--- src/rtl/uart_rx.sv ---
// UART receiver: 2-flop synchronized input, mid-bit sampling, 1 start / WIDTH data / 1 stop.
// Emits a one-cycle o_dv on a good frame or o_frame_err on a low stop bit.
module uart_rx #(
  parameter int unsigned WIDTH   = 8,
  parameter int unsigned DIVISOR = 86
) (
  input  logic             clk,
  input  logic             i_reset_n,
  input  logic             i_rx,
  output logic [WIDTH-1:0] o_data,
  output logic             o_dv,
  output logic             o_frame_err,
  output logic             o_busy
);

  localparam int unsigned CntW = (DIVISOR > 1) ? $clog2(DIVISOR) : 1;
  localparam int unsigned IdxW = (WIDTH > 1) ? $clog2(WIDTH) : 1;
  localparam logic [CntW-1:0] HalfLast = CntW'(DIVISOR / 2 - 1);
  localparam logic [CntW-1:0] BitLast  = CntW'(DIVISOR - 1);
  localparam logic [IdxW-1:0] IdxLast  = IdxW'(WIDTH - 1);

  typedef enum logic [1:0] {StIdle, StStart, StData, StStop} state_e;

  state_e           state_q, state_d;
  logic             rx_meta_q, rx_s_q, rx_prev_q;
  logic [1:0]       sync_vld_q;
  logic [CntW-1:0]  cnt_q, cnt_d;
  logic [IdxW-1:0]  idx_q, idx_d;
  logic [WIDTH-1:0] shift_q, shift_d;
  logic [WIDTH-1:0] data_q, data_d;
  logic             dv_q, dv_d;
  logic             ferr_q, ferr_d;
  logic             fall, samp_start, samp_bit;

  // rx_prev_q only goes high from a real post-reset sample, so a line held low across
  // reset release never looks like a falling edge.
  assign fall       = rx_prev_q & ~rx_s_q;
  assign samp_start = (state_q == StStart) && (cnt_q == HalfLast);
  assign samp_bit   = ((state_q == StData) || (state_q == StStop)) && (cnt_q == BitLast);

  always_ff @(posedge clk or negedge i_reset_n) begin
    if (!i_reset_n) begin
      state_q <= StIdle;
    end else begin
      state_q <= state_d;
    end
  end

  always_comb begin
    state_d = state_q;
    unique case (state_q)
      StIdle:  if (fall) state_d = StStart;
      StStart: if (samp_start) state_d = rx_s_q ? StIdle : StData;
      StData:  if (samp_bit && (idx_q == IdxLast)) state_d = StStop;
      StStop:  if (samp_bit) state_d = StIdle;
      default: state_d = StIdle;
    endcase
  end

  always_comb begin
    cnt_d   = cnt_q + 1'b1;
    idx_d   = idx_q;
    shift_d = shift_q;
    data_d  = data_q;
    dv_d    = 1'b0;
    ferr_d  = 1'b0;
    if ((state_d != state_q) || (state_q == StIdle) || samp_bit) begin
      cnt_d = '0;
    end
    if (state_q == StIdle) begin
      idx_d = '0;
    end
    if ((state_q == StData) && samp_bit) begin
      shift_d = {rx_s_q, shift_q[WIDTH-1:1]};
      if (idx_q != IdxLast) idx_d = idx_q + 1'b1;
    end
    if ((state_q == StStop) && samp_bit) begin
      if (rx_s_q) begin
        data_d = shift_q;
        dv_d   = 1'b1;
      end else begin
        ferr_d = 1'b1;
      end
    end
  end

  always_ff @(posedge clk or negedge i_reset_n) begin
    if (!i_reset_n) begin
      rx_meta_q  <= 1'b1;
      rx_s_q     <= 1'b1;
      sync_vld_q <= '0;
      rx_prev_q  <= 1'b0;
      cnt_q      <= '0;
      idx_q      <= '0;
      shift_q    <= '0;
      data_q     <= '0;
      dv_q       <= 1'b0;
      ferr_q     <= 1'b0;
    end else begin
      rx_meta_q  <= i_rx;
      rx_s_q     <= rx_meta_q;
      sync_vld_q <= {sync_vld_q[0], 1'b1};
      rx_prev_q  <= sync_vld_q[1] & rx_s_q;
      cnt_q      <= cnt_d;
      idx_q      <= idx_d;
      shift_q    <= shift_d;
      data_q     <= data_d;
      dv_q       <= dv_d;
      ferr_q     <= ferr_d;
    end
  end

  assign o_data      = data_q;
  assign o_dv        = dv_q;
  assign o_frame_err = ferr_q;
  assign o_busy      = (state_q != StIdle);

endmodule

--- config.mk ---
export PLATFORM = sky130hd
export DESIGN_NAME = uart_rx
export DESIGN_NICKNAME = d
export VERILOG_FILES = /design/src/rtl/uart_rx.sv
export SDC_FILE = /design/constraint.sdc
export NUM_CORES = 1
export LEC_CHECK = 0
export BUFFER_PORTS_ARGS = -buffer_cell sky130_fd_sc_hd__clkbuf_2
export CAP_MARGIN = 40
export CELL_PAD_IN_SITES_DETAIL_PLACEMENT = 1
export CELL_PAD_IN_SITES_GLOBAL_PLACEMENT = 1
export CORE_UTILIZATION = 40
export CTS_BUF_LIST = sky130_fd_sc_hd__clkbuf_8
export DETAILED_ROUTE_END_ITERATION = 12
export GPL_ROUTABILITY_DRIVEN = 0
export PLACE_DENSITY = 0.75
export SYNTH_ARGS = -nofsm -noshare
export SYNTH_HDL_FRONTEND = slang
export SYNTH_SLANG_ARGS = --single-unit
--- constraint.sdc ---
create_clock -name clk -period 4.75 [get_ports clk]
set_input_delay 0.475 -clock clk [delete_from_list [all_inputs] [get_ports clk]]
set_output_delay 0.475 -clock clk [all_outputs]
set_load 0.02 [all_outputs]
==> flow_metrics.py <==
metrics = {
    "critical_path": {
        "cp-end-kind": "output port",
        "worstPathMaxFanout": 11,
        "cp_top_family": "flip-flops",
        "crit_slowest_cell": "dfrtp_1",
        "cpPeakStageDelay_ps": 630,
        "cp_cell_sequence": "nor2_1, inv_1, clkbuf_2",
        "crit_type": "reg2out",
        "arrival_ps": 1370,
        "startpoint_type": "flop",
        "critPathRequiredTime_ps": 4280,
        "worstPathBufferInverterCount": 2,
    },
    "global_route": {
        "grt_antenna_before_repair": 0,
        "grt.total_usage": 0.151,
        "grt_pass1_wl_um": 4520,
        "grt_pass1_vias": 960,
        "grt_max_degree": 36,
        "grt_overflow": 0,
    },
    "clock_tree": {
        "clk_pin_slew_ps": 70,
        "cts_root_buf": "clkbuf_8",
        "cts_tree": "yes",
        "cts_resized": 0,
        "cts_made_buffers": 5,
        "htree_levels": 2,
        "clkLatencyLatePin_ps": 290,
        "ctsHoldBuffers": 0,
        "cts_setup_buffers": 0,
        "cts_sinks": 35,
        "clock_path_buffers": 2,
    },
    "power_and_ir_drop": {
        "leakage_nw": 0.902,
        "netSwitchingFraction": 0.289,
        "share_comb_of_total_power": 0.163,
        "power_density_nw_per_um2": 484,
        "seqPwrFrac": 0.460,
        "switchingPower_mw": 0.246,
        "internal_power_mw": 0.604,
        "pwr-share-clk": 0.377,
        "ir_drop_mv": 0.307,
    },
    "final_layout": {
        "nNetsFinal": 138,
        "fin_util": 0.511,
        "areaGrowthSynthToFinish_pct": 18.1,
        "fin_cells": 177,
        "diodes": 0,
        "postLayoutCellArea_um2": 1760,
        "regArea_um2": 878,
        "final.fill_count": 353,
        "multi_input_area_um2": 583,
        "drive_above_1_share": 0.351,
    },
    "route": {
        "num_vias": 878,
        "drtIter0Drc": 31,
        "avgViaCountPerCell": 4.96,
        "drt-total-wl_um": 2550,
        "dr.pass1.iters": 4,
        "postRouteAntennaNets": 0,
        "route.detailed.drc": 0,
        "routedWlPerCell_um": 14.4,
    },
    "yosys": {
        "synth_edf_count": 0,
        "syn_area_um2": 1490,
        "yosysUniqueCellTypes": 28,
        "synth_compound_area_frac": 0.0277,
        "synth_area_leader_cell": "dfrtp_1",
        "synthMuxAreaShare": 0.128,
        "synth-adder-area-share": 0.0420,
        "ys_warn_count": 0,
        "seq_area_frac_synth": 0.589,
        "synth_nets": 119,
        "synth_xor_xnor_area_share": 0.0294,
        "ys_ff_latch": 35,
        "synth_cells": 111,
        "syn_area_per_cell_um2": 13.4,
        "async_flop_share": 1.00,
        "synth_top_family_by_area": "simple AND/OR/NAND/NOR gates",
        "yosysTopAreaCellShare": 0.554,
        "ys.flop_type": "dfrtp_1",
        "synthTopCellsByArea": "dfrtp_1, mux2_2, ha_1",
        "synthSimpleGateAreaFrac": 0.162,
    },
    "die": {
        "dieArea_um2": 3970,
        "coreArea_um2": 3440,
        "fp.dieH_um": 63.0,
        "boundaryPins": 14,
        "initial_core_util": 0.433,
        "die_width_um": 63.0,
        "rows": 21,
    },
    "hold_path": {
        "min_path_type": "in2async",
    },
    "sta": {
        "period_minus_slack_ps": 1840,
        "slew-limit-headroom": 0.662,
        "rsz0062_at_grt": "no",
        "finalMaxSlewViolations": 0,
        "fin_tns_setup_ps": 0,
        "finalSetupViolations": 0,
        "fmax_ghz": 0.543,
        "worst_pin_slew_ps": 505,
        "clock_skew_ps": 4.64,
        "hold_violations": 0,
        "fin_crit_sh": 0.387,
    },
    "place": {
        "place_area_um2": 1620,
        "port_buffers": 13,
        "dp.cells": 169,
        "hpwlAfterDp_um": 1730,
    },
    "run_status": {
        "status": "complete, no violations",
    },
    "flow_run": {
        "drv_cap": 0,
    },
}
## synth_stat cells, drive strengths merged (2+ instances only)
library cell	instances
a21oi	3
and2	2
and3	2
and4bb	2
buf	2
dfrtp	33
dfstp	2
ha	5
inv	5
mux2	16
nand2	8
nand3	3
nor2	11
o21ai	2
xnor2	4
## state kept, by name (all words and copies together) (netlist names), 2 cells and up
register,flops
shift_q,8
cnt_q,7
idx_q,3
o_data,8
sync_vld_q,2
state_q,2
## metrics by stage
stage	worst slack (ps)	hold WS (ps)	power [mW]
6_report	2910	132	0.851
5_1_grt	2820	142	0.893
4_1_cts	2900	147	0.861
3_5_place_dp	3020	340	0.538
3_3_place_gp	3070	338	0.526
2_1_floorplan	3140	179	0.497
## metal layers
layer	global-route usage	routed length (um)	vias up
met1	0.189	1190	443
met2	0.243	1230	12
met3	0.0511	98	5
met5	0	0	-
met4	0.0523	28	0
li1	-	-	418
## final timing paths
| kind | start | to | slack [ps] | cells after the start |
|---|---|---|---|---|
| max in group asynchronous | i_reset_n | rx_s_q$_DFF_PN1_ | 4360 | 2 |
| min in group clk | i_rx | rx_meta_q$_DFF_PN1_ | 270 | 1 |
| setup reg to reg | cnt_q[5]$_DFF_PN0_ | o_data[5]$_DFFE_PN0P_ | 3020 | 4 |
| hold / removal | i_reset_n | cnt_q[3]$_DFF_PN0_ | 130 | 2 |
| setup / recovery | state_q[0]$_DFF_PN0_ | o_busy | 2910 | 3 |
| hold reg to reg | sync_vld_q[0]$_DFF_PN0_ | sync_vld_q[1]$_DFF_PN0_ | 350 | 0 |
## power by group through the flow
stage | logic [mW] | clock network [mW] | registers (mW)
after floorplan | 0.133 | 0 | 0.364
after global placement | 0.134 | 0 | 0.392
after detailed placement | 0.142 | 0 | 0.396
after CTS | 0.143 | 0.327 | 0.392
after global routing | 0.156 | 0.338 | 0.399
final | 0.139 | 0.320 | 0.391
## final cells by class
cell class | instances | share of cell area
Inverter | 5 | 0.0107
Sequential cell | 35 | 0.499
Multi-Input combinational cell | 69 | 0.331
Clock inverter | 3 | 0.0384
Tap cell | 46 | 0.0327
Timing Repair Buffer | 14 | 0.0484
Clock buffer | 5 | 0.0391
## kinds of logic after synthesis
kind of cell    after synthesis
xor+xnor                      5
simple gates                 34
fa+ha+maj                     5
other cells                   1
compound gates                7
buf+inv                       7
flops                        35
mux                          17
## cell usage in the layout, fill, tap and decap left out, types with 4 or more instances in the layout
master	count
xnor2_1	4
clkbuf_8	5
nand2_1	8
ha_1	5
mux2_2	16
clkbuf_2	13
inv_1	5
nor2_1	9
dfrtp_1	33
Note: power is estimated with default switching activity, not from simulation.
